**config.mk**
```make
export PLATFORM = sky130hd
export DESIGN_NAME = image_read_ctrl
export DESIGN_NICKNAME = d
export VERILOG_FILES = /design/src/rtl/image_read_ctrl.sv
export SDC_FILE = /design/constraint.sdc
export NUM_CORES = 1
export LEC_CHECK = 0
export ABC_AREA = 1
export CAP_MARGIN = 40
export CORE_ASPECT_RATIO = 1.25
export CORE_MARGIN = 2
export CORE_UTILIZATION = 51
export DETAILED_ROUTE_END_ITERATION = 10
export GPL_ROUTABILITY_DRIVEN = 0
export PLACE_DENSITY = 0.77
export SLEW_MARGIN = 25
export SYNTH_ARGS = -nofsm -noshare
export SYNTH_HDL_FRONTEND = slang
export SYNTH_SLANG_ARGS = --single-unit
```
**constraint.sdc**
```tcl
create_clock -name clk -period 4.1 [get_ports clk]
set_input_delay 1.23 -clock clk [delete_from_list [all_inputs] [get_ports clk]]
set_output_delay 1.23 -clock clk [all_outputs]
set_load 0.005 [all_outputs]
```
**src/rtl/image_read_ctrl.sv**
```systemverilog
// Streams a bottom-up, byte-interleaved RGB frame out of a synchronous-read memory
// as top-to-bottom raster pixels on a valid/ready interface.
module image_read_ctrl #(
    parameter int unsigned WIDTH  = 768,
    parameter int unsigned HEIGHT = 512,
    parameter int unsigned ADDR_W = 21,
    parameter int unsigned X_W    = 10,
    parameter int unsigned Y_W    = 10
) (
    input  logic              clk,
    input  logic              rst,
    input  logic              start,
    input  logic              abort,
    output logic              busy,
    output logic              done,
    output logic              mem_rd_en,
    output logic [ADDR_W-1:0] mem_addr,
    input  logic [7:0]        mem_rdata,
    output logic              pix_valid,
    input  logic              pix_ready,
    output logic [7:0]        pix_r,
    output logic [7:0]        pix_g,
    output logic [7:0]        pix_b,
    output logic [X_W-1:0]    pix_x,
    output logic [Y_W-1:0]    pix_y,
    output logic              line_last,
    output logic              frame_last
);

    localparam logic [ADDR_W-1:0] ROW_BYTES = ADDR_W'(3 * WIDTH);
    localparam logic [ADDR_W-1:0] TOP_BASE  = ADDR_W'(3 * WIDTH * (HEIGHT - 1));
    localparam logic [ADDR_W-1:0] PIX_BYTES = ADDR_W'(3);
    localparam logic [X_W-1:0]    X_LAST    = X_W'(WIDTH - 1);
    localparam logic [Y_W-1:0]    Y_LAST    = Y_W'(HEIGHT - 1);

    localparam logic [2:0] S_IDLE   = 3'd0;
    localparam logic [2:0] S_FETCH0 = 3'd1;
    localparam logic [2:0] S_FETCH1 = 3'd2;
    localparam logic [2:0] S_FETCH2 = 3'd3;
    localparam logic [2:0] S_CAPB   = 3'd4;
    localparam logic [2:0] S_OUT    = 3'd5;

    logic [2:0]        r_state;
    logic [X_W-1:0]    r_x;
    logic [Y_W-1:0]    r_y;
    logic [ADDR_W-1:0] r_row_base;
    logic [ADDR_W-1:0] r_col_off;
    logic              r_busy;
    logic              r_done;
    logic              r_rd_en;
    logic [ADDR_W-1:0] r_addr;
    logic              r_valid;
    logic [7:0]        r_r;
    logic [7:0]        r_g;
    logic [7:0]        r_b;
    logic              r_line_last;
    logic              r_frame_last;

    logic [2:0]        w_state_n;
    logic [X_W-1:0]    w_x_n;
    logic [Y_W-1:0]    w_y_n;
    logic [ADDR_W-1:0] w_base_n;
    logic [ADDR_W-1:0] w_col_n;
    logic              w_done_n;
    logic              w_last_x;
    logic              w_last_y;
    logic              w_fetch_n;
    logic [ADDR_W-1:0] w_fetch_addr;

    assign w_last_x     = (r_x == X_LAST);
    assign w_last_y     = (r_y == Y_LAST);
    assign w_fetch_n    = (w_state_n == S_FETCH0) || (w_state_n == S_FETCH1) ||
                          (w_state_n == S_FETCH2);
    assign w_fetch_addr = w_base_n + w_col_n;

    // Next-state, position counters and frame-end detection
    always_comb begin
        w_state_n = r_state;
        w_x_n     = r_x;
        w_y_n     = r_y;
        w_base_n  = r_row_base;
        w_col_n   = r_col_off;
        w_done_n  = 1'b0;
        case (r_state)
            S_IDLE:   if (start) w_state_n = S_FETCH0;
            S_FETCH0: w_state_n = S_FETCH1;
            S_FETCH1: w_state_n = S_FETCH2;
            S_FETCH2: w_state_n = S_CAPB;
            S_CAPB:   w_state_n = S_OUT;
            S_OUT: begin
                if (pix_ready) begin
                    if (w_last_x && w_last_y) begin
                        w_state_n = S_IDLE;
                        w_x_n     = '0;
                        w_y_n     = '0;
                        w_base_n  = TOP_BASE;
                        w_col_n   = '0;
                        w_done_n  = 1'b1;
                    end else if (w_last_x) begin
                        w_state_n = S_FETCH0;
                        w_x_n     = '0;
                        w_y_n     = r_y + Y_W'(1);
                        w_base_n  = r_row_base - ROW_BYTES;
                        w_col_n   = '0;
                    end else begin
                        w_state_n = S_FETCH0;
                        w_x_n     = r_x + X_W'(1);
                        w_col_n   = r_col_off + PIX_BYTES;
                    end
                end
            end
            default:  w_state_n = S_IDLE;
        endcase
        // Abort wins over everything, including a coincident last-pixel handshake
        if (abort && (r_state != S_IDLE)) begin
            w_state_n = S_IDLE;
            w_x_n     = '0;
            w_y_n     = '0;
            w_base_n  = TOP_BASE;
            w_col_n   = '0;
            w_done_n  = 1'b0;
        end
    end

    // State and registered outputs
    always_ff @(posedge clk or posedge rst) begin
        if (rst) begin
            r_state      <= S_IDLE;
            r_x          <= '0;
            r_y          <= '0;
            r_row_base   <= TOP_BASE;
            r_col_off    <= '0;
            r_busy       <= 1'b0;
            r_done       <= 1'b0;
            r_rd_en      <= 1'b0;
            r_addr       <= '0;
            r_valid      <= 1'b0;
            r_r          <= '0;
            r_g          <= '0;
            r_b          <= '0;
            r_line_last  <= 1'b0;
            r_frame_last <= 1'b0;
        end else begin
            r_state      <= w_state_n;
            r_x          <= w_x_n;
            r_y          <= w_y_n;
            r_row_base   <= w_base_n;
            r_col_off    <= w_col_n;
            r_busy       <= (w_state_n != S_IDLE);
            r_done       <= w_done_n;
            r_rd_en      <= w_fetch_n;
            if (w_state_n == S_FETCH0) begin
                r_addr <= w_fetch_addr;
            end else if (w_fetch_n) begin
                r_addr <= r_addr + ADDR_W'(1);
            end
            // Read data lands one cycle after each strobe
            if (r_state == S_FETCH1) r_r <= mem_rdata;
            if (r_state == S_FETCH2) r_g <= mem_rdata;
            if (r_state == S_CAPB)   r_b <= mem_rdata;
            r_valid      <= (w_state_n == S_OUT);
            r_line_last  <= (w_state_n == S_OUT) && w_last_x;
            r_frame_last <= (w_state_n == S_OUT) && w_last_x && w_last_y;
        end
    end

    assign busy       = r_busy;
    assign done       = r_done;
    assign mem_rd_en  = r_rd_en;
    assign mem_addr   = r_addr;
    assign pix_valid  = r_valid;
    assign pix_r      = r_r;
    assign pix_g      = r_g;
    assign pix_b      = r_b;
    assign pix_x      = r_x;
    assign pix_y      = r_y;
    assign line_last  = r_line_last;
    assign frame_last = r_frame_last;

endmodule

```
# == Word level (Yosys, flattened, before mapping) ==
# Index checks and enable logic that the tools add are counted.
# totals
reg_bits,116
input_bits,13
output_inout_bits,71
elab_cells,78
# op_classes
addsub,6
n_eq_ne,11
mux,31
n_reduce_logical,15
# op_table
op,n
$mux W21,12
$mux W10,10
$add A21 B1 Y21 const B,1
$add A21 B2 Y21 const B,1
$add A21 B21 Y21,1
$sub A21 B12 Y21 const B,1
$add A10 B1 Y10 const B,2
$pmux W3 S6,1
$eq A3 B2 Y1 const B,4
$eq A10 B10 Y1 const B,1
$eq A10 B9 Y1 const B,1
$eq A3 B3 Y1 const B,3
$mux W3,3
$reduce_bool A3 Y1,3
$eq A3 B1 Y1 const B,2
$reduce_bool A2 Y1,3
$mux W1,5
$logic_and A1 B1 Y1,4
$logic_not A3 Y1,1
$reduce_and A3 Y1,1
$logic_or A1 B1 Y1,2
$reduce_and A2 Y1,1

# == Depth between registers and ports, before layout ==
# Gate-level depths: netlist (run 1).
# depth
word_depth,11
ltp_mapped,27
ltp_nobuf,27

# == Least setup slack after synthesis (run 1) ==
# OpenSTA, ideal clock, no wires.
# synth_path
path_kind,in2reg
from,input port pix_ready
to,register r_addr[18] (netlist: mem_addr[18])
setup_ps,117
arrival_ps,3633
t_required_ps,3983
path_slack_ps,350
cell_stages,22
cell_sequence,inv_1 nor2_2 inv_2 nand2_1 clkbuf_1 a21oi_1 ha_1 fa_1 nand2_1 nand2_1 o21ai_0 inv_1 nand2_1 nand2_1 nand3_1 nand2_1 nand2_1 nand2_1 nand2_1 nand3_1 nand3_1 nand2_1
# synth_via
word_cells_on_any_way,17
classes_between,add/sub: 1; eq/ne: 3; mux: 10; reduce/logical: 3
# synth_lines
item,line,text
"start, declared",20,"input logic pix_ready,"
$mux W21,91,if (pix_ready) begin
$mux W21,84,case (r_state)
$mux W21,115,if (abort && (r_state != S_IDLE)) begin
net w_col_n[0],63,logic [ADDR_W-1:0] w_col_n;
$add A21 B21 Y21,74,assign w_fetch_addr = w_base_n + w_col_n;
$mux W21,152,if (w_state_n == S_FETCH0) begin
"end signal, assigned",153,r_addr <= w_fetch_addr;
"end signal, assigned",155,r_addr <= r_addr + ADDR_W'(1);
"end, declared",51,logic [ADDR_W-1:0] r_addr;
# The timed path passes the listed nets, and every way through them passes these cells.
# A chain may end at the register's enable or synchronous reset.

# == Final worst setup path (run 1) ==
# layout_path
from,input port abort
to,register r_addr[17] (netlist: mem_addr[17])
# layout_via
word_cells_on_any_way,12
classes_between,add/sub: 1; eq/ne: 3; mux: 4; reduce/logical: 4
# layout_lines
item,line,text
"start, declared",13,"input logic abort,"
$logic_and A1 B1 Y1,115,
$mux W21,115,
net w_col_n[10],63,
$add A21 B21 Y21,74,
$mux W21,152,
# The timed path passes the listed nets, and every way through them passes these cells.

==> results.sh, run 1 <==
export IMPL_grt_pass1_wl_mm=31.5
export IMPL_cp_slowest_stage_delay_ps=500
export IMPL_viasPerCell=5.35
export IMPL_multi_input_area_um2=3710
export IMPL_grt_util_met3_pct=4.22
export IMPL_fin_ws_ps=219
export IMPL_reg2reg_depth=21
export IMPL_cts_buffers=17
export IMPL_fin_nets=1137
export IMPL_clock_latency_ps=420
export IMPL_drcViolationCount=0
export IMPL_tritoncts="built"
export IMPL_grt_util_met2_pct=47.2
export IMPL_rsz0062_at_grt="no"
export IMPL_setup_viol=0
export IMPL_grt_ovfl_total=0
export IMPL_fp_dieW_um=110
export IMPL_ir_drop_mv=0.635
export IMPL_n_antenna_cell=0
export IMPL_pwr_share_seq_pct=28.8
export IMPL_dp_slack_ps=-404
export IMPL_avgSynthCellArea_um2=7.71
export IMPL_syn_area_um2=7110
export IMPL_ff2ff_setup_slack_ps=450
export IMPL_power_total_mw=6.24
export IMPL_slew_headroom_pct=55.3
export IMPL_port_buffer_count=83
export IMPL_power_share_clock_pct=24.1
export IMPL_drt_iter0_markers=438
export IMPL_fp_dieH_um=136
export IMPL_vias=6877
export IMPL_antenna_found_initial=0
export IMPL_hp_start="pix_r[2]"
export IMPL_synth_edf_count=0
export IMPL_power_switching_mw=2.48
export IMPL_hold_path_end="pix_r[2]"
export IMPL_p_comb_share_pct=47.0
export IMPL_ys_seq_elements=116
export IMPL_fin_crit_sh_pct=94.7
export IMPL_clockRootBuffer="clkbuf_16"
export IMPL_hp_class="flip-flop to flip-flop"
export IMPL_final_common_cell="nand2_1"
export IMPL_synth_top_area_cell="dfrtp_1"
export IMPL_synth_nets=961
export IMPL_most_common_layout_cells="nand2_1, dfrtp_1, inv_1, buf_4, nor2_1"
export IMPL_hpwl_mm=13.9
export IMPL_worstPathRequired_ps=4410
export IMPL_max_freq_mhz=258
export IMPL_period_minus_slack_ps=3880
export IMPL_yosysTopAreaCellShare_pct=37.7
export IMPL_wl_mm=19.0
export IMPL_grt_usage_pct=27.1
export IMPL_ys_seq_area_share_pct=41.0
export IMPL_arrival_ps=4190
export IMPL_slew_viol_final=0
export IMPL_syn2layout_area_growth_pct=32.5
export IMPL_r2r_start="pix_x[0]"
export IMPL_drt_antenna_violating_nets=0
export IMPL_synth_area_leaders="dfrtp_1, nand2_1, inv_1"
export IMPL_cp_num_buf_inv=5
export IMPL_hold_viol_final=0
export IMPL_path_class="input pin to flip-flop"
export IMPL_final_cell_area_um2=9420
export IMPL_met1_usage_pct=32.0
export IMPL_slowest_stage="clkdlybuf4s50_1"
export IMPL_grt_max_degree=65
export IMPL_finClkSkew_ps=5.63
export IMPL_placed_area_um2=8740
export IMPL_yosysUniqueCellTypes=46
export IMPL_outcome="finished clean"
export IMPL_worst_pin_slew_ps=671
export IMPL_drt_pre_antenna_iters=4
export IMPL_hold_depth=2
export IMPL_coreArea_um2=13700
export IMPL_async_flop_share_pct=100
export IMPL_power_density_nw_per_um2=662
export IMPL_cts_sinks=116
export IMPL_ys_flop_type="dfrtp_1"
export IMPL_intPower_mw=3.76
export IMPL_std_cell_rows=48
export IMPL_yosys_warnings=0
export IMPL_critical_path_top_delay_family="buffers and inverters"
export IMPL_syn_inst=922
export IMPL_drive_gt1_share_pct=18.3
export IMPL_start_util_pct=51.9
export IMPL_clkSlewWorstSetupHoldPaths_ps=60
export IMPL_clock_path_buffers=2
export IMPL_grt_busiest_layer="met2"
export IMPL_crit_chain="clkdlybuf4s50_1 -> nand2_2 -> inv_2 -> buf_4 -> nor2_2 -> inv_1 -> buf_4 -> nor2_1 -> ha_1 -> nand2_1 -> o21ai_0 -> a21oi_1 -> nand2_1 -> nand2_1 -> nand2_1 -> xor2_1 -> nand2_1 -> nand3_1 -> nand2_1"
export IMPL_regArea_um2=2910
export IMPL_cpMostUsedCell="nand2_1"
export IMPL_tns_ps=0
export IMPL_cp_max_fo=12
export IMPL_crit_path_start_kind="input pin"
export IMPL_final_core_util_pct=68.8
export IMPL_cap_violations=0
export IMPL_num_io_pins=84
export IMPL_switching_share_pct=39.8
export IMPL_cts_max_level=4
export IMPL_grt_pass1_vias=6759
export IMPL_reg2reg_to="mem_addr[20]"
export IMPL_wl_per_cell_um=14.8
export IMPL_cp_end_kind="flip-flop"
export IMPL_nFillCells=1088
export IMPL_power_leakage_nw=4.54
export IMPL_die_area_um2=14900
==> state kept, by name, summed over array words and instances (netlist names), 3 cells and up <==
signal      count
pix_g           8
pix_x          10
r_state         3
pix_b           8
pix_r           8
r_col_off      21
pix_y          10
mem_addr       21
r_row_base     21
==> worst reg2reg max path, cell delays in order (launching register included) <==
cell and delay (ps):
dfrtp_1 400, ha_1 180, nand2_1 90, nor2_2 140
nand2_2 140, nor2_8 180, nand2_4 100, buf_4 160
nor3_1 320, o21ai_0 150, a21oi_1 300, ha_1 340
a21oi_1 210, o31ai_1 110, a21oi_1 130, nand2_1 80
nor2_2 140, inv_1 60, nand3_1 80, nand3_1 120
nand2_1 90, nand2_1 50
==> power by group through the flow <==
stage / registers [mW] / clock network, mW / logic (mW)
floorplan: 1.78 / 0 / 1.81
global placement: 1.80 / 0 / 2.85
detailed placement: 1.80 / 0 / 2.91
CTS: 1.79 / 1.52 / 2.93
global route: 1.84 / 1.57 / 3.25
finish: 1.80 / 1.51 / 2.93
==> metal layers <==
layer	vias to the layer above	part of all wire, %
met5	-	0
met4	0	4.4
met3	59	3.6
met2	182	51
met1	3244	41
li1	3392	-
==> worst max-delay path by stage <==
stage	from	to	depth (start not counted)	slack (ps)
after detailed placement	pix_ready	mem_addr[20]	24	-400
final	abort	mem_addr[17]	19	220
after global routing	abort	mem_addr[17]	19	20
after floorplan	pix_ready	mem_addr[18]	22	350
after global placement	pix_ready	mem_addr[20]	24	-340
after CTS	pix_ready	mem_addr[20]	24	30
==> cells in the mapped netlist, types with 2 or more instances <==
cell	n
a211oi_1	4
a21oi_1	51
a2bb2oi_1	2
a31oi_1	3
and3_1	3
buf_2	2
buf_6	6
clkbuf_1	8
dfrtp_1	107
dfstp_2	9
ha_1	25
inv_1	102
inv_2	8
nand2_1	219
nand2_2	6
nand2_4	2
nand3_1	64
nand3_2	14
nand3_4	2
nand4_1	9
nor2_1	87
nor2_2	8
nor3_1	24
nor3b_1	2
nor4_1	10
o211ai_1	4
o21a_1	2
o21ai_0	61
o21ai_1	4
o21ai_2	13
o22ai_1	3
o31ai_1	3
or2_2	2
xnor2_1	14
xor2_1	28
==> logic make-up (layout without fill, tap and decap cells) <==
group | after synthesis | in the layout | synth area share [%]
buffers and inverters | 129 | 317 | 7.55
adder cells (fa/ha/maj) | 26 | 26 | 4.68
XOR/XNOR | 42 | 42 | 5.17
AO/OA/AOI/OAI | 153 | 153 | 12.3
flip-flops | 116 | 116 | 41.0
AND/OR/NAND/NOR | 456 | 456 | 29.3
==> layout make-up <==
cell class	count	share of cell area, %
Timing Repair Buffer	175	16.5
Sequential cell	116	30.9
Inverter	111	4.48
Clock buffer	18	4.66
Clock inverter	13	1.70
Tap cell	175	2.32
Multi-Input combinational cell	677	39.4
==> through the flow <==
stage	std cells	hold slack [ps]
floorplan	922	476
global placement	1253	466
detailed placement	1253	472
CTS	1284	487
global route	1285	502
finish	1285	483
==> repair_timing <==
action | 4_1_cts | 5_1_grt
hold buffers | 0 | 0
resized for setup | 0 | 14
buffers inserted | 0 | 0
endpoints found under the setup margin | 0 | 13
Power figures use the tool's default switching activity.
==> inputs of run 2 (changes only) <==
--- a/config.mk
+++ b/config.mk
@@ -13,6 +13,8 @@
 export DETAILED_ROUTE_END_ITERATION = 10
 export GPL_ROUTABILITY_DRIVEN = 0
 export PLACE_DENSITY = 0.77
+export REMOVE_ABC_BUFFERS = 1
+export SKIP_CTS_REPAIR_TIMING = 1
 export SLEW_MARGIN = 25
 export SYNTH_ARGS = -nofsm -noshare
 export SYNTH_HDL_FRONTEND = slang
==> run 2 against run 1 <==
  * Sequential cell count unchanged
  * Hold slack worse by 1.0 ps
  * Non-clock buffer count up 17
  * Final area up 3.0%
  * Die area unchanged
  * Total power up 2.7%
  * Critical path type unchanged
==> results.sh, run 2 (synthesized netlist as in run 1, its figures left out) <==
export IMPL_setup_viol=0
export IMPL_hold_ws_ps=482
export IMPL_final_common_cell="nand2_1"
export IMPL_drive_gt1_share_pct=22.4
export IMPL_std_cell_rows=48
export IMPL_tns_ps=0
export IMPL_cp_end_kind="flip-flop"
export IMPL_fin_nets=1154
export IMPL_cp_slowest_stage_delay_ps=480
export IMPL_hold_viol_final=0
export IMPL_pwr_share_seq_pct=28.0
export IMPL_antenna_found_initial=0
export IMPL_die_area_um2=14900
export IMPL_grt_pass1_vias=6811
export IMPL_num_io_pins=84
export IMPL_outcome="finished clean"
export IMPL_viasPerCell=5.42
export IMPL_intPower_mw=3.83
export IMPL_ir_drop_mv=0.525
export IMPL_wl_per_cell_um=15.6
export IMPL_coreArea_um2=13700
export IMPL_clkSlewWorstSetupHoldPaths_ps=60
export IMPL_cp_max_fo=12
export IMPL_power_share_clock_pct=25.1
export IMPL_clock_latency_ps=420
export IMPL_grt_pass1_wl_mm=32.2
export IMPL_arrival_ps=4280
export IMPL_fin_crit_sh_pct=96.8
export IMPL_drcViolationCount=0
export IMPL_cap_violations=0
export IMPL_n_antenna_cell=0
export IMPL_slowest_stage="clkdlybuf4s50_1"
export IMPL_grt_ovfl_total=0
export IMPL_power_switching_mw=2.57
export IMPL_slew_headroom_pct=54.9
export IMPL_finClkSkew_ps=7.13
export IMPL_hpwl_mm=13.8
export IMPL_power_leakage_nw=4.69
export IMPL_cts_buffers=17
export IMPL_start_util_pct=51.9
export IMPL_path_class="input pin to flip-flop"
export IMPL_max_freq_mhz=252
export IMPL_hp_class="flip-flop to flip-flop"
export IMPL_drt_antenna_violating_nets=0
export IMPL_switching_share_pct=40.2
export IMPL_port_buffer_count=83
export IMPL_tritoncts="built"
export IMPL_drt_iter0_markers=483
export IMPL_syn2layout_area_growth_pct=36.4
export IMPL_period_minus_slack_ps=3970
export IMPL_vias=7064
export IMPL_nFillCells=1038
export IMPL_grt_usage_pct=27.6
export IMPL_cts_max_level=4
export IMPL_cts_sinks=116
export IMPL_slew_viol_final=0
export IMPL_clockRootBuffer="clkbuf_16"
export IMPL_most_common_layout_cells="nand2_1, buf_4, dfrtp_1, inv_1, clkdlybuf4s50_1"
export IMPL_worst_pin_slew_ps=677
export IMPL_drt_pre_antenna_iters=5
export IMPL_p_comb_share_pct=46.9
export IMPL_fp_dieW_um=110
export IMPL_clock_path_buffers=2
export IMPL_cpMostUsedCell="nand2_1"
export IMPL_crit_chain="clkdlybuf4s50_1 -> nand2_2 -> inv_2 -> buf_4 -> nor2_2 -> inv_1 -> buf_4 -> nor2_1 -> ha_1 -> a21oi_1 -> o21ai_2 -> a21oi_1 -> nand2_2 -> nand2_1 -> nand2_1 -> xor2_1 -> nand2_1 -> nand3_1 -> nand2_1"
export IMPL_fp_dieH_um=136
export IMPL_crit_path_start_kind="input pin"
export IMPL_power_density_nw_per_um2=661
export IMPL_worstPathRequired_ps=4410
export IMPL_wl_mm=20.3
export IMPL_grt_max_degree=117
run 2: final cells by class:
type | instances | area, um2 | share of cell area [%]
inverter | 111 | 420 | 4.33
sequential | 116 | 2910 | 30.0
clock inverter | 14 | 201 | 2.08
clock buffer | 18 | 439 | 4.53
timing repair buffer | 192 | 1660 | 17.2
tap | 175 | 219 | 2.26
multi-input combinational | 677 | 3840 | 39.6
run 2: path summary, 6_finish.rpt:
| check | slack [ps] | cells after the start | to | startpoint |
|---|---|---|---|---|
| max | 130 | 19 | mem_addr[17] | abort |
| min | 480 | 2 | pix_g[7] | pix_g[7] |
| max reg2reg | 320 | 23 | mem_addr[20] | pix_x[0] |
| min reg2reg | 480 | 2 | pix_g[7] | pix_g[7] |
| max in group asynchronous | 2280 | 3 | mem_addr[16] | rst |
| min in group asynchronous | 1270 | 3 | done | rst |
run 2: layer usage:
metal / global-route usage (%) / up-vias / wire, um
li1: - / 3423 / -
met1: 31.8 / 3346 / 8070
met2: 48.5 / 238 / 10500
met3: 4.70 / 57 / 860
met4: 14.5 / 0 / 833
met5: 0 / - / 0
run 2: power by group through the flow:
stage / Combinational, mW / Sequential [mW] / Clock (mW)
after global placement: 2.84 / 1.80 / 0
after floorplan: 1.64 / 1.78 / 0
after global routing: 3.33 / 1.84 / 1.68
final: 3.01 / 1.79 / 1.61
after CTS: 2.93 / 1.79 / 1.62
after detailed placement: 2.89 / 1.80 / 0
run 2: per-stage QoR:
step,std cells,util [%],power (mW),cell area [um2],setup slack [ps]
after CTS,1297,69.2,6.34,9470,-121
after global placement,1265,64.5,4.64,8830,-373
after floorplan,904,-,3.42,6990,-188
after global routing,1303,70.8,6.85,9700,-42.0
final,1303,70.8,6.41,9700,130
after detailed placement,1265,64.5,4.69,8830,-533
run 2: worst max-delay path: cells and delay by family:
family                     cells  cell delay [ps]
AOI/OAI and AO/OA              3              580
and+or+nand+nor                9              690
xor gates and xnor gates       1              190
adders and majority gates      1              340
buffers and inverters          5             1230
==> inputs of run 3 (changes only) <==
--- a/config.mk
+++ b/config.mk
@@ -7,12 +7,14 @@
 export LEC_CHECK = 0
 export ABC_AREA = 1
 export CAP_MARGIN = 40
+export CELL_PAD_IN_SITES_DETAIL_PLACEMENT = 0
+export CELL_PAD_IN_SITES_GLOBAL_PLACEMENT = 2
 export CORE_ASPECT_RATIO = 1.25
 export CORE_MARGIN = 2
-export CORE_UTILIZATION = 51
+export CORE_UTILIZATION = 30
 export DETAILED_ROUTE_END_ITERATION = 10
 export GPL_ROUTABILITY_DRIVEN = 0
-export PLACE_DENSITY = 0.77
+export PLACE_DENSITY_LB_ADDON = 0.1
 export REMOVE_ABC_BUFFERS = 1
 export SKIP_CTS_REPAIR_TIMING = 1
 export SLEW_MARGIN = 25
==> run 3 against run 2 <==
  * Sequential power about the same
  * Routed wire length rose by 8.8%
  * Core utilization down 29 points
  * Critical path type unchanged
  * Largest cell class unchanged
  * Combinational power is 3% higher
  * Maximum frequency grew 1.5%
==> results.sh, run 3 (synthesized netlist as in run 1, its figures left out) <==
export IMPL_outcome="finished clean"
export IMPL_grt_usage_pct=18.5
export IMPL_cpMostUsedCell="nand2_1"
export IMPL_path_class="input pin to flip-flop"
export IMPL_drt_iter0_markers=266
export IMPL_tritoncts="built"
export IMPL_cts_buffers=17
export IMPL_crit_chain="clkdlybuf4s50_1 -> inv_1 -> nor2_4 -> inv_2 -> nor3_1 -> buf_4 -> nor2_1 -> a21oi_1 -> buf_4 -> ha_2 -> fa_2 -> nand2_1 -> nand2_1 -> o21ai_0 -> buf_4 -> o21ai_1 -> nand3_1 -> nand2_1 -> xnor2_1 -> nand2_1 -> nand3_2 -> o21ai_2"
export IMPL_wl_mm=22.1
export IMPL_hold_viol_final=0
export IMPL_ff2ff_setup_slack_ps=480
export IMPL_viasPerCell=4.62
export IMPL_slew_viol_final=0
export IMPL_intPower_mw=3.74
export IMPL_power_switching_mw=2.61
export IMPL_worstPathRequired_ps=4420
export IMPL_p_comb_share_pct=48.9
export IMPL_period_minus_slack_ps=3910
export IMPL_cts_sinks=116
export IMPL_cp_slowest_stage_delay_ps=500
export IMPL_wl_per_cell_um=15.5
export IMPL_setup_viol=0
export IMPL_hp_start="pix_b[4]"
export IMPL_syn2layout_area_growth_pct=38.1
export IMPL_hp_class="flip-flop to flip-flop"
export IMPL_drcViolationCount=0
export IMPL_clkSlewWorstSetupHoldPaths_ps=60
export IMPL_crit_path_start_kind="input pin"
export IMPL_n_antenna_cell=0
export IMPL_fin_ws_ps=189
export IMPL_clock_latency_ps=440
export IMPL_cts_max_level=4
export IMPL_nFillCells=2466
export IMPL_power_density_nw_per_um2=647
export IMPL_slowest_stage="clkdlybuf4s50_1"
export IMPL_hold_path_end="pix_b[4]"
export IMPL_max_freq_mhz=256
export IMPL_hpwl_mm=17.1
export IMPL_fp_dieW_um=142
export IMPL_r2r_start="r_col_off[0]"
export IMPL_die_area_um2=25000
export IMPL_drive_gt1_share_pct=22.0
export IMPL_fin_crit_sh_pct=95.4
export IMPL_cap_violations=0
export IMPL_cp_max_fo=4
export IMPL_grt_pass1_wl_mm=35.8
export IMPL_clock_path_buffers=2
export IMPL_ir_drop_mv=0.302
export IMPL_slew_headroom_pct=54.9
export IMPL_final_cell_area_um2=9820
export IMPL_dp_slack_ps=-486
export IMPL_grt_max_degree=59
export IMPL_start_util_pct=30.3
export IMPL_worst_pin_slew_ps=670
export IMPL_reg2reg_depth=23
export IMPL_antenna_found_initial=0
export IMPL_power_share_clock_pct=22.9
export IMPL_vias=6597
export IMPL_coreArea_um2=23500
export IMPL_port_buffer_count=83
export IMPL_pwr_share_seq_pct=28.2
export IMPL_placed_area_um2=9060
export IMPL_fp_dieH_um=176
export IMPL_num_io_pins=84
export IMPL_fin_nets=1163
export IMPL_arrival_ps=4230
export IMPL_drt_antenna_violating_nets=0
export IMPL_most_common_layout_cells="nand2_1, buf_4, dfrtp_1, inv_1, clkdlybuf4s50_1"
export IMPL_grt_pass1_vias=6749
export IMPL_grt_ovfl_total=0
export IMPL_cp_num_buf_inv=6
export IMPL_hold_depth=2
export IMPL_critical_path_top_delay_family="buffers and inverters"
export IMPL_finClkSkew_ps=12.5
export IMPL_power_leakage_nw=4.68
export IMPL_clockRootBuffer="clkbuf_16"
export IMPL_drt_pre_antenna_iters=5
export IMPL_final_common_cell="nand2_1"
export IMPL_switching_share_pct=41.1
export IMPL_reg2reg_to="mem_addr[20]"
export IMPL_cp_end_kind="flip-flop"
export IMPL_std_cell_rows=63
export IMPL_rsz0062_at_grt="yes"
[run 3: changes by cell type in the layout (fill, tap and decap cells not counted), sizes merged]
cell,delta
bufinv,-3
buf,+9
clkdlybuf4s50,+1
dlymetal6s2s,-1
inv,+1
clkinvlp,+1
clkinv,+1
[run 3: worst max path at each step]
stage / startpoint / depth (start not counted) / endpoint / slack, ps
3_3_place_gp: pix_ready / 24 / mem_addr[20] / -530
3_5_place_dp: pix_ready / 24 / mem_addr[20] / -490
2_1_floorplan: rst / 1 / busy / -190
6_report: pix_ready / 22 / mem_addr[14] / 190
5_1_grt: pix_ready / 24 / mem_addr[20] / -30
4_1_cts: pix_ready / 24 / mem_addr[20] / -60
[run 3: per-stage QoR]
step	util (%)	power (mW)	std cells	setup TNS [ps]	hold slack [ps]
6_report	41.8	6.35	1429	0	484
5_1_grt	41.8	6.86	1429	-69.7	507
4_1_cts	41.0	6.40	1422	-60.9	487
3_5_place_dp	38.6	4.90	1390	-5000	472
3_3_place_gp	38.6	4.92	1390	-4870	466
2_1_floorplan	-	3.42	904	-20060	476
[run 3: cell type report]
type                            instances  area [um2]  area share [%]
Multi-Input combinational cell        677        3790            38.6
Sequential cell                       116        2910            29.7
Clock buffer                           18         439            4.47
Tap cell                              292         365            3.72
Inverter                              111         420            4.28
Clock inverter                         14         129            1.31
Timing Repair Buffer                  201        1760            17.9
[run 3: power by group through the flow]
stage	clock network (mW)	registers (mW)	logic (mW)
floorplan	0	1.78	1.64
global placement	0	1.82	3.10
detailed placement	0	1.81	3.09
CTS	1.49	1.80	3.11
global route	1.54	1.85	3.47
finish	1.45	1.79	3.10
[run 3: worst min-delay path, cell delays in order (launching register included)]
cell and delay, ps:
dfrtp_1 340, nand2_1 50, o21ai_0 60
[run 3: metal layers]
metal	track usage [%]	vias to the layer above	wire, um	share of wire, %
met5	0	-	0	0
met4	4.96	0	265	1.2
met3	3.17	19	468	2.1
met2	34.8	82	12000	54
met1	21.5	3049	9380	42
li1	-	3447	-	-
